`src/rtl/t_to_s_stream_if.sv`:
```
// Valid/ready stream bundle for the two's complement to sign-magnitude converter.
interface t_to_s_stream_if #(
  parameter int W = 5
) ();
  logic [W-1:0] in_data;
  logic         in_valid;
  logic         in_ready;
  logic [W-1:0] out_data;
  logic         out_valid;
  logic         out_ready;

  modport master (
    output in_data, in_valid, out_ready,
    input  in_ready, out_data, out_valid
  );

  modport slave (
    input  in_data, in_valid, out_ready,
    output in_ready, out_data, out_valid
  );
endinterface

```
`src/rtl/t_to_s_stream.sv`:
```
// Two's complement to sign-magnitude stream converter with a 2-entry skid buffer.
// Optional saturation event counter enabled by defining T_TO_S_SAT_CNT_EN.
module t_to_s_stream #(
  parameter int W     = 5,
  parameter int CNT_W = 8
) (
  input  logic               clk,
  input  logic               rst_n,
  t_to_s_stream_if.slave     s_bus,
  input  logic               sat_clr,
  output logic [CNT_W-1:0]   sat_cnt
);

  localparam logic signed [W-1:0] MOST_NEG = {1'b1, {(W-1){1'b0}}};

  localparam logic [1:0] ST_EMPTY = 2'b00;
  localparam logic [1:0] ST_ONE   = 2'b01;
  localparam logic [1:0] ST_FULL  = 2'b11;

  // The most negative input has no sign-magnitude counterpart; clamp to -(2^(W-1)-1).
  function automatic logic [W-1:0] to_sm(input logic signed [W-1:0] x);
    logic signed [W-1:0] neg;
    neg = -x;
    if (x >= 0)
      to_sm = $unsigned(x);
    else if (x == MOST_NEG)
      to_sm = {W{1'b1}};
    else
      to_sm = {1'b1, neg[W-2:0]};
  endfunction

  logic signed [W-1:0] w_in_s;
  logic [W-1:0]        w_conv;
  logic                w_sat;
  logic                w_acc;
  logic                w_pop;
  logic [1:0]          w_state;

  logic [W-1:0]        r_out_data;
  logic                r_out_vld;
  logic [W-1:0]        r_skid_data;
  logic                r_skid_vld;
  logic                r_in_ready;

  assign w_in_s  = s_bus.in_data;
  assign w_conv  = to_sm(w_in_s);
  assign w_sat   = (w_in_s == MOST_NEG);
  assign w_acc   = s_bus.in_valid & r_in_ready;
  assign w_pop   = r_out_vld & s_bus.out_ready;
  assign w_state = {r_skid_vld, r_out_vld};

  // Stage boundary: OUT/SKID slots; in_ready is registered as "SKID empty".
  always_ff @(posedge clk) begin
    if (!rst_n) begin
      r_out_data <= '0;
      r_out_vld  <= 1'b0;
      r_skid_vld <= 1'b0;
      r_in_ready <= 1'b1;
    end else begin
      case (w_state)
        ST_EMPTY: begin
          if (w_acc) begin
            r_out_data <= w_conv;
            r_out_vld  <= 1'b1;
          end
        end
        ST_ONE: begin
          if (w_acc && w_pop) begin
            r_out_data <= w_conv;
          end else if (w_acc) begin
            r_skid_data <= w_conv;
            r_skid_vld  <= 1'b1;
            r_in_ready  <= 1'b0;
          end else if (w_pop) begin
            r_out_vld <= 1'b0;
          end
        end
        ST_FULL: begin
          if (w_pop) begin
            r_out_data <= r_skid_data;
            r_skid_vld <= 1'b0;
            r_in_ready <= 1'b1;
          end
        end
        default: begin
          r_skid_vld <= 1'b0;
          r_in_ready <= 1'b1;
        end
      endcase
    end
  end

  assign s_bus.out_data  = r_out_data;
  assign s_bus.out_valid = r_out_vld;
  assign s_bus.in_ready  = r_in_ready;

`ifdef T_TO_S_SAT_CNT_EN
  logic [CNT_W-1:0] r_sat_cnt;

  // Clear wins over increment; the count sticks at all-ones instead of wrapping.
  always_ff @(posedge clk) begin
    if (!rst_n)
      r_sat_cnt <= '0;
    else if (sat_clr)
      r_sat_cnt <= '0;
    else if (w_acc && w_sat && (r_sat_cnt != {CNT_W{1'b1}}))
      r_sat_cnt <= r_sat_cnt + 1'b1;
  end

  assign sat_cnt = r_sat_cnt;
`else
  logic w_unused_sat;
  assign w_unused_sat = sat_clr ^ w_sat;
  assign sat_cnt      = '0;
`endif

endmodule

```
`src/flat_wrapper.sv`:
```
// flat-port wrapper written by rule: the top's interface ports become plain ports
module t_to_s_stream_flat 
#(
  parameter int W     = 5,
  parameter int CNT_W = 8
)
  (clk, rst_n, sat_clr, sat_cnt, s_bus_in_data, s_bus_in_valid, s_bus_out_ready, s_bus_in_ready, s_bus_out_data, s_bus_out_valid);
  t_to_s_stream_if #(.W(W)) s_bus_i ();
  input  logic clk;
  input  logic rst_n;
  input  logic sat_clr;
  output logic [CNT_W-1:0] sat_cnt;
  input wire logic [$bits(s_bus_i.in_data)-1:0] s_bus_in_data;
  input wire logic [$bits(s_bus_i.in_valid)-1:0] s_bus_in_valid;
  input wire logic [$bits(s_bus_i.out_ready)-1:0] s_bus_out_ready;
  output wire logic [$bits(s_bus_i.in_ready)-1:0] s_bus_in_ready;
  output wire logic [$bits(s_bus_i.out_data)-1:0] s_bus_out_data;
  output wire logic [$bits(s_bus_i.out_valid)-1:0] s_bus_out_valid;
  assign s_bus_i.in_data = s_bus_in_data;
  assign s_bus_i.in_valid = s_bus_in_valid;
  assign s_bus_i.out_ready = s_bus_out_ready;
  assign s_bus_in_ready = s_bus_i.in_ready;
  assign s_bus_out_data = s_bus_i.out_data;
  assign s_bus_out_valid = s_bus_i.out_valid;
  t_to_s_stream #(.W(W), .CNT_W(CNT_W)) u_core (.clk(clk), .rst_n(rst_n), .s_bus(s_bus_i), .sat_clr(sat_clr), .sat_cnt(sat_cnt));
endmodule
```
`config.mk`:
```
export PLATFORM = sky130hd
export DESIGN_NAME = t_to_s_stream_flat
export DESIGN_NICKNAME = d
export VERILOG_FILES = /design/src/rtl/t_to_s_stream_if.sv /design/src/rtl/t_to_s_stream.sv /design/src/flat_wrapper.sv
export SDC_FILE = /design/constraint.sdc
export NUM_CORES = 1
export LEC_CHECK = 0
export BUFFER_PORTS_ARGS = -buffer_cell sky130_fd_sc_hd__buf_2
export CORE_MARGIN = 2
export CORE_UTILIZATION = 48
export DETAILED_ROUTE_END_ITERATION = 7
export GPL_TIMING_DRIVEN = 0
export PLACE_DENSITY = 0.77
export SLEW_MARGIN = 30
export SYNTH_ARGS = -nofsm -noshare
export SYNTH_HDL_FRONTEND = slang
export SYNTH_SLANG_ARGS = --single-unit
export TNS_END_PERCENT = 30
```
`constraint.sdc`:
```
create_clock -name clk -period 1.7 [get_ports clk]
set_input_delay 0.085 -clock clk [delete_from_list [all_inputs] [get_ports clk]]
set_output_delay 0.085 -clock clk [all_outputs]
set_load 0.03 [all_outputs]
```
==> reports/results.ini <==
[outcome]
status=complete, no violations

[timing]
finClkSkew_ns=0.00431
setup_violations=0
fin_ws_ns=0.299
finalHoldViolCount=0
drv_slew=0
fin_crit_sh=0.824
period_minus_slack_ns=1.40
finalSetupTns_ns=0
hold_slack_ns=0.0199
rsz0062_at_grt=no
max_freq_mhz=714

[cts]
clkLatencyLatePin_ns=0.27
cts_made_buffers=3
clkTransAtPathRegs_ns=0.08
clkSinkCount=13
clockRootBuffer=clkbuf_4
cts_tree=built
post_cts_resize_count=0
h-tree-depth=1
clockBufferDepth=2

[setup_path]
crit_slowest_cell=nor2_1
critical-path-top-delay-family=simple AND/OR/NAND/NOR gates
worstPathRequired_ns=1.63
timing.rr.end=u_core.r_skid_data[4]$_DFFE_PP_
start_kind=flop
r2r_start=u_core.r_skid_vld$_SDFFE_PN0P_
r2r_slack_ns=0.30
path_cells=buf_2 > nand3b_1 > nor2_1
criticalPathCategory=flop to flop
worst-path-buf-inv=1
reg2regPathDepth=3
path_max_fanout=10
critical_path.max_stage_delay_ns=0.37
critPathArrivalTime_ns=1.33
cp-end-kind=flop

[layout]
drive_gt1_frac=0.320
num-nets-final=115
area_delta_synth_final_pct=20.5
n_antenna_cell=0

[hold_path]
hold_depth=2
hold_class=primary input to flop
worst_hold_path.endpoint=u_core.s_bus.in_ready$_SDFFE_PN1P_
hold_start=rst_n

[power]
p_per_area_nw_per_um2=809
irDropWorstVdd_v=0.000510
total_power_uw=725
leakagePower_uw=0.000400

[logic_synthesis]
syn_area_per_cell_um2=9.65
yosysUniqueCellTypes=31
synth_area_um2=743
post_synth_inst_count=77
ys_seq_area_frac=0.418
async_flop_share=0
synthFlopType=dfxtp_1
synth_area_leaders=dfxtp_1 (22%), edfxtp_1 (20%), buf_4 (9.1%)
synth_top_area_cell=dfxtp_1
synth_top_area_share=0.215
synth-edff-count=5
ys_ff_latch=13
yosys_warnings=0
synth.most_common_cell=buf_4
synth_common_cells=buf_4 (9), dfxtp_1 (8), nand3_1 (6)

[route]
num_vias=654
vias_per_cell=5.50
drtIter0Drc=6
wire_per_inst_um=12.2
drc=0
drt_wl_total_mm=1.45
ant_nets=0
dr.pass1.iters=4

[global_route]
grt_pass1_wl_mm=2.39
grt_pass1_vias=590
use_met2=0.293
grtUsageTotal=0.174
grt_max_degree=11
met1_usage=0.195
gr-usage-met3=0.0208
grt_overflow_total=0
top_usage_layer=met2
grt_antenna_before_repair=0

[floorplanning]
start_util=0.505
core-area_um2=1470
dieArea_um2=1880
io_pins=25
rows=14
fp.dieW_um=43.4
die_h_um=43.4

[place]
io_buffers=14
dp_hpwl_mm=1.12
dp_slack_ns=0.271
gp_congestion=0.714

[job]
cap_violations=0

==> routing by layer <==
metal | vias to the layer above | routed length (µm)
met4 | 0 | 23
met2 | 23 | 729
met5 | - | 0
met3 | 4 | 76
li1 | 327 | -
met1 | 300 | 620
==> stage by stage <==
step / cells / instance area [µm²] / util
global placement: 114 / 860 / 0.584
floorplan: 84 / 769 / -
detailed placement: 114 / 860 / 0.584
CTS: 119 / 896 / 0.609
global route: 119 / 896 / 0.609
finish: 119 / 896 / 0.609
==> worst max path at each step <==
| stage | from | to | slack [ns] | depth (start not counted) |
|---|---|---|---|---|
| after global placement | u_core.r_skid_vld$_SDFFE_PN0P_ | u_core.r_skid_data[1]$_DFFE_PP_ | 0.30 | 3 |
| final | u_core.r_skid_vld$_SDFFE_PN0P_ | u_core.r_skid_data[4]$_DFFE_PP_ | 0.30 | 3 |
| after global routing | u_core.r_skid_vld$_SDFFE_PN0P_ | u_core.r_skid_data[0]$_DFFE_PP_ | 0.16 | 3 |
| after detailed placement | u_core.r_skid_vld$_SDFFE_PN0P_ | u_core.r_skid_data[0]$_DFFE_PP_ | 0.27 | 3 |
| after floorplan | u_core.s_bus.out_valid$_SDFFE_PN0P_ | u_core.r_skid_data[0]$_DFFE_PP_ | 0.30 | 3 |
| after CTS | u_core.r_skid_vld$_SDFFE_PN0P_ | u_core.r_skid_data[4]$_DFFE_PP_ | 0.26 | 3 |
==> what timing repair did <==
action / 4_1_cts / 5_1_grt
setup buffers: 0 / 0
endpoints found under the hold margin: 1 / 0
hold buffers: 1 / 0
==> worst register-to-register path: cells and delay by family (launching register included) <==
| kind | cells | cell delay, ns |
|---|---|---|
| AND/OR/NAND/NOR | 2 | 0.58 |
| flip-flops | 1 | 0.31 |
| buffers and inverters | 1 | 0.18 |
==> state kept, by name, indices dropped and copies added, names as in the netlist <==
name / count
u_core.s_bus.out_data: 5
u_core.r_skid_data: 5
u_core.r_skid_vld: 1
u_core.s_bus.out_valid: 1
u_core.s_bus.in_ready: 1
==> cells by family after synthesis <==
| logic type | count (synthesis) | share of synthesized area |
|---|---|---|
| adders and majority gates | 1 | 0.0168 |
| other | 1 | 0.00505 |
| and+or+nand+nor | 21 | 0.163 |
| buffers and inverters | 16 | 0.130 |
| AOI/OAI and AO/OA | 24 | 0.254 |
| muxes | 1 | 0.0135 |
| DFF | 13 | 0.417 |
==> layout by cell type, fill, tap and decap left out, drive strengths merged <==
cell type,count
o221ai,2
o21ai,2
o22a,2
a21boi,1
nand2,5
a311oi,5
o311ai,1
a21o,1
nand3,6
o21a,1
o41a,1
dfxtp,8
a21oi,2
ha,1
buf,25
nor3b,1
inv,4
nor2b,1
nand3b,1
clkbuf,5
nor2,2
edfxtp,5
dlygate4sd3,1
conb,8
nand2b,4
and3,1
mux2i,1
o211ai,1
a31oi,5
==> final cells by class <==
| type | instances | area [µm²] |
|---|---|---|
| fill | 139 | 576 |
| multi-input combinational | 55 | 363 |
| sequential | 13 | 310 |
| buffer | 12 | 81.3 |
| timing repair buffer | 15 | 80.1 |
| clock buffer | 4 | 26.3 |
| tap | 16 | 20.0 |
| inverter | 4 | 15.0 |
==> power by group <==
part,internal [µW],switching [µW]
clock network,90.9,99.8
registers,341,8.38
logic,70.0,115
No activity file was read; power rests on OpenSTA's default activity.
